$ cat src/rtl/reg_arb_pkg.sv
// Shared definitions for the register-file read-port arbiter: requester count,
// index width, FSM states and the modulo-5 increment helper.
package reg_arb_pkg;

  localparam int N_REQ = 5;
  localparam int IDX_W = 3;

  typedef enum logic {
    IDLE,
    GRANT
  } state_t;

  // Out-of-range inputs (5..7) also fold back to 0.
  function automatic logic [IDX_W-1:0] inc_mod(input logic [IDX_W-1:0] v);
    return (v >= IDX_W'(N_REQ - 1)) ? '0 : v + IDX_W'(1);
  endfunction

endpackage

$ cat src/rtl/rr_pick5.sv
// Combinational round-robin picker: first set request bit scanning from ptr
// upward, modulo 5. Produces one-hot pick, its binary index and an any flag.
module rr_pick5
  import reg_arb_pkg::*;
(
  input  logic [N_REQ-1:0] req,
  input  logic [IDX_W-1:0] ptr,
  output logic [N_REQ-1:0] pick,
  output logic [IDX_W-1:0] pick_id,
  output logic             any
);

  logic [IDX_W-1:0] idx;

  always_comb begin
    pick    = '0;
    pick_id = '0;
    any     = 1'b0;
    idx     = ptr;
    for (int k = 0; k < N_REQ; k++) begin
      if (!any && (idx < IDX_W'(N_REQ)) && req[idx]) begin
        pick[idx] = 1'b1;
        pick_id   = idx;
        any       = 1'b1;
      end
      idx = inc_mod(idx);
    end
  end

endmodule

$ cat src/rtl/reg_port_arbiter.sv
// Round-robin arbiter for the shared register-file read port (five requesters).
// Optional grant tenure limit enabled by defining ARB_HOLD_LIMIT_EN.
module reg_port_arbiter
  import reg_arb_pkg::*;
#(
  parameter int DATA_W   = 3,
  parameter int HOLD_MAX = 8
) (
  input  logic              clk,
  input  logic              rst_n,
  input  logic [N_REQ-1:0]  req,
  input  logic [DATA_W-1:0] data0,
  input  logic [DATA_W-1:0] data1,
  input  logic [DATA_W-1:0] data2,
  input  logic [DATA_W-1:0] data3,
  input  logic [DATA_W-1:0] data4,
  output logic [N_REQ-1:0]  gnt,
  output logic              gnt_valid,
  output logic [IDX_W-1:0]  gnt_id,
  output logic [DATA_W-1:0] result
);

  if (HOLD_MAX < 1) begin : g_bad_hold_max
    $error("HOLD_MAX must be at least 1");
  end

  state_t           state, state_nxt;
  logic [N_REQ-1:0] gnt_nxt;
  logic             valid_nxt;
  logic [IDX_W-1:0] id_nxt;
  logic [IDX_W-1:0] ptr, ptr_nxt;
  logic [IDX_W-1:0] scan_ptr;
  logic [N_REQ-1:0] pick;
  logic [IDX_W-1:0] pick_id;
  logic             pick_any;
  logic             owner_req;
  logic             release_now;

`ifdef ARB_HOLD_LIMIT_EN
  localparam int CNT_W = $clog2(HOLD_MAX + 1);
  logic [CNT_W-1:0] cnt, cnt_nxt;
  logic             other_req;
`endif

  // While a grant is held, a release always rescans starting just past the owner.
  assign scan_ptr  = (state == GRANT) ? inc_mod(gnt_id) : ptr;
  assign owner_req = |(req & gnt);

  rr_pick5 u_pick (
    .req     (req),
    .ptr     (scan_ptr),
    .pick    (pick),
    .pick_id (pick_id),
    .any     (pick_any)
  );

  always_ff @(posedge clk) begin
    if (!rst_n) begin
      state     <= IDLE;
      gnt       <= '0;
      gnt_valid <= 1'b0;
      gnt_id    <= '0;
      ptr       <= '0;
`ifdef ARB_HOLD_LIMIT_EN
      cnt       <= '0;
`endif
    end else begin
      state     <= state_nxt;
      gnt       <= gnt_nxt;
      gnt_valid <= valid_nxt;
      gnt_id    <= id_nxt;
      ptr       <= ptr_nxt;
`ifdef ARB_HOLD_LIMIT_EN
      cnt       <= cnt_nxt;
`endif
    end
  end

  always_comb begin
    state_nxt   = state;
    gnt_nxt     = gnt;
    valid_nxt   = gnt_valid;
    id_nxt      = gnt_id;
    ptr_nxt     = ptr;
    release_now = 1'b0;
`ifdef ARB_HOLD_LIMIT_EN
    cnt_nxt     = cnt;
    other_req   = |(req & ~gnt);
`endif
    case (state)
      IDLE: begin
        if (pick_any) begin
          gnt_nxt   = pick;
          id_nxt    = pick_id;
          valid_nxt = 1'b1;
          state_nxt = GRANT;
`ifdef ARB_HOLD_LIMIT_EN
          cnt_nxt   = CNT_W'(1);
`endif
        end
      end
      GRANT: begin
        release_now = !owner_req;
`ifdef ARB_HOLD_LIMIT_EN
        if ((cnt == CNT_W'(HOLD_MAX)) && other_req) begin
          release_now = 1'b1;
        end
`endif
        if (release_now) begin
          ptr_nxt = inc_mod(gnt_id);
          if (pick_any) begin
            gnt_nxt   = pick;
            id_nxt    = pick_id;
            valid_nxt = 1'b1;
`ifdef ARB_HOLD_LIMIT_EN
            cnt_nxt   = CNT_W'(1);
`endif
          end else begin
            gnt_nxt   = '0;
            id_nxt    = '0;
            valid_nxt = 1'b0;
            state_nxt = IDLE;
`ifdef ARB_HOLD_LIMIT_EN
            cnt_nxt   = '0;
`endif
          end
        end else begin
`ifdef ARB_HOLD_LIMIT_EN
          if (cnt < CNT_W'(HOLD_MAX)) begin
            cnt_nxt = cnt + CNT_W'(1);
          end
`endif
        end
      end
      default: begin
        state_nxt = IDLE;
        gnt_nxt   = '0;
        valid_nxt = 1'b0;
        id_nxt    = '0;
      end
    endcase
  end

  // AND-OR select on the one-hot grant; zero when nothing is granted.
  always_comb begin
    result = '0;
    result = result | ({DATA_W{gnt[0]}} & data0);
    result = result | ({DATA_W{gnt[1]}} & data1);
    result = result | ({DATA_W{gnt[2]}} & data2);
    result = result | ({DATA_W{gnt[3]}} & data3);
    result = result | ({DATA_W{gnt[4]}} & data4);
  end

endmodule

$ cat config.mk
export PLATFORM = sky130hd
export DESIGN_NAME = reg_port_arbiter
export DESIGN_NICKNAME = d
export VERILOG_FILES = /design/src/rtl/reg_arb_pkg.sv /design/src/rtl/rr_pick5.sv /design/src/rtl/reg_port_arbiter.sv
export SDC_FILE = /design/constraint.sdc
export NUM_CORES = 1
export LEC_CHECK = 0
export CAP_MARGIN = 30
export CORE_MARGIN = 2
export CORE_UTILIZATION = 50
export CTS_BUF_LIST = sky130_fd_sc_hd__clkbuf_8
export DETAILED_ROUTE_END_ITERATION = 7
export PLACE_DENSITY = 0.78
export RECOVER_POWER = 25
export SETUP_SLACK_MARGIN = 0.5
export SLEW_MARGIN = 0
export SYNTH_ARGS = -nofsm -noshare
export SYNTH_HDL_FRONTEND = slang
export SYNTH_SLANG_ARGS = --single-unit
export TNS_END_PERCENT = 30
$ cat constraint.sdc
create_clock -name clk -period 6.7 [get_ports clk]
set_input_delay 1.34 -clock clk [delete_from_list [all_inputs] [get_ports clk]]
set_output_delay 1.34 -clock clk [all_outputs]
set_load 0.02 [all_outputs]
==> results by group <==
Clock tree
  • Clock transition at path regs: 0.05 ns
  • # Post-CTS Setup Buffers: 0
  • Max Root-Sink Buffers: 2
  • TritonCTS clock tree: built
  • Worst-Skew Late Latency: 0.24 ns
  • Post-cts resize count: 0
  • CTS Sinks: 13
  • H-tree level count: 1
  • Clock root buffer: clkbuf_8
  • Cts hold-fix bufs: 0
  • CTS buffer count: 3

Layout
  • Area grow syn2layout: 21.8%
  • Nets: 265
  • Commonest non-fill, non-tap cell in the layout: clkdlybuf4s50_1
  • Layout cells sized above 1: about 14%
  • ANT cells: 0
  • Post-layout instance area: 2040 um2
  • FILL cells: around 290
  • Most frequent cells in the layout: clkdlybuf4s50_1, nor2_1, a21oi_1, dfxtp_1, nand2_1

GRT
  • Most congested layer reported by global routing: met2
  • GRT met3 Usage: 3.31%
  • Total track usage: 25.2%
  • GR Layer Usage met1: 36.0%
  • Largest net degree at the start of global routing: 17
  • Initial antenna violation count: 0
  • Met2 Use GR: 40.0%
  • GRT overflow: 0
  • Global-route wire length before repair: approximately 7.3 mm
  • Vias in the first global route: 1,554

Synthesis
  • #FFs+latches synth: 13
  • Syn Area/Cell: between 8 and 9 um2
  • Gate Count Post-Synth: 208
  • Ranking of synthesized cells by area: dfxtp_1, a21oi_1, ha_1
  • Sequential fraction of the synthesis area: 15.6%
  • Netlist cell types: 74
  • Post-synth EDFFs: 0
  • Top cell type's share of synthesized area: roughly 16%
  • Asr flop ratio synth: 0%
  • Post-synth top area cell: dfxtp_1
  • Cell Area, Synth: 1670 um2
  • Post-synth top flop: dfxtp_1
  • Mapped Nets: 236
  • Ys Warns: 0

STA
  • Period utilization: 66.8%
  • Slew @ Worst Pin: 0.717 ns
  • Unrepaired setup endpoints after global routing: false
  • Slew headroom: 52.2%
  • Worst clock skew: 0.00239 ns
  • Post-route minimum period: 4.47 ns
  • Final Max Tran Viols: 0
  • Final hold vios: 0
  • Setup Viol. Count Final: 0
  • Max Clk Rate: 0.224 GHz
  • Final setup TNS: 0 ns

Setup path
  • Type of origin of the critical path: flop
  • Req. time, crit path: 6.83 ns
  • Critical path type: flop to flop
  • CP arrival: 4.60 ns
  • Max FO, Critical Path: 16
  • CP Capture Type: flop

Drt
  • DR WL/cell: 16.8 um
  • Via density per instance: roughly 6.5
  • First drt pass iteration count: 5
  • DRC: 0
  • Starting DRT DRC Count: 133
  • WL final: between 4 and 5 mm
  • ANT nets after route: 0
  • Via count: 1,821

Floorplanning
  • Chip Height: 61.8 um
  • Die ar.: 3820 um2
  • FP Rows: 21
  • Starting Density: 50.9%
  • Die Width: 61.8 um
  • Core footprint: 3280 um2
  • Top Ports: 34

Place
  • Placed instance area: 1990 um2
  • Port Buffers: 33
  • DP HPWL: about 3.6 mm
  • RD Place Congestion: 1.00

Status
  • Run status: complete, no violations

Min path
  • Hold Crit Class: flop to flop

Run
  • Total of max-cap violations: 0
==> per-stage QoR <==
step           hold WS, ns  worst slack, ns  util [%]  instances
2_1_floorplan        0.498             2.60         -        208
3_3_place_gp         0.490             2.39      60.6        278
3_5_place_dp         0.491             2.29      60.6        278
4_1_cts              0.508             2.25      62.0        282
5_1_grt              0.527             1.75      62.0        282
6_report             0.500             2.23      62.0        282
==> critical path, cell delays in order (launching register included) <==
cell     delay (ns)
dfxtp_1        0.46
inv_1          0.07
ha_1           0.30
and2b_4        0.18
mux2i_4        0.20
inv_2          0.08
ha_1           0.35
nand3_1        0.19
inv_1          0.10
ha_1           0.27
xnor2_2        0.41
o21ai_1        0.09
and3_1         0.22
o32ai_4        0.32
nor3b_2        0.11
a41oi_2        0.64
nor2_1         0.16
a32o_1         0.24
==> cell families (layout without fill, tap and decap cells) <==
family / after synthesis / count (layout) / share of synthesized area, %
compound gates: 83 / 83 / 40.6
xor+xnor: 2 / 2 / 1.50
fa+ha+maj: 6 / 6 / 4.49
buf+inv: 22 / 50 / 7.25
flops: 13 / 13 / 15.6
mux: 4 / 4 / 3.14
simple gates: 78 / 78 / 27.4
==> registers in the layout, indices dropped and copies added, names as in the netlist <==
signal	flops
ptr	3
gnt_valid	1
state	1
gnt	5
gnt_id	3
==> cells in the mapped netlist (3+ instances only) <==
cell type	n
o211ai_1	4
nand3_1	10
dfxtp_1	13
clkbuf_1	3
a32o_1	3
buf_6	4
inv_2	3
nand2b_1	5
nor2_1	17
mux2i_1	3
a21oi_1	17
a311oi_1	5
o21ai_0	4
a22oi_1	5
ha_1	6
nand2_1	12
a211oi_1	4
inv_1	8
a31oi_1	3
a222oi_1	4
a21o_1	3
nand4_1	3
nor3_1	5
nor2b_1	4
==> area by class of cell <==
cell class / count / area (um2) / area share [%]
repair buffers: 34 / 338 / 16.6
well taps: 46 / 57.6 / 2.83
inverters: 12 / 45.0 / 2.21
clock inverters: 1 / 3.75 / 0.184
flip-flops and latches: 13 / 260 / 12.8
multi-input cells: 173 / 1290 / 63.4
clock buffers: 3 / 41.3 / 2.03
==> final timing paths <==
path                                        startpoint                      to  slack (ns)  depth (start not counted)
worst min register to register  gnt_valid$_SDFFE_PN0P_  gnt_valid$_SDFFE_PN0P_        0.50                          2
worst max-delay path            gnt_id[0]$_SDFFE_PN0P_     gnt[4]$_SDFFE_PN0P_        2.23                         17
worst min-delay path            gnt_valid$_SDFFE_PN0P_  gnt_valid$_SDFFE_PN0P_        0.50                          2
worst max register to register  gnt_id[0]$_SDFFE_PN0P_     gnt[4]$_SDFFE_PN0P_        2.23                         17
==> per-layer routing <==
layer / share of wire [%] / up-vias / wire (um)
li1: - / 880 / -
met1: 42 / 851 / 1980
met2: 49 / 82 / 2310
met3: 8.0 / 8 / 376
met4: 1.2 / 0 / 59
met5: 0 / - / 0
Power is left out: the tool's default activity adds up to more than one toggle a clock period on the data nets, which glitch-free logic cannot reach.
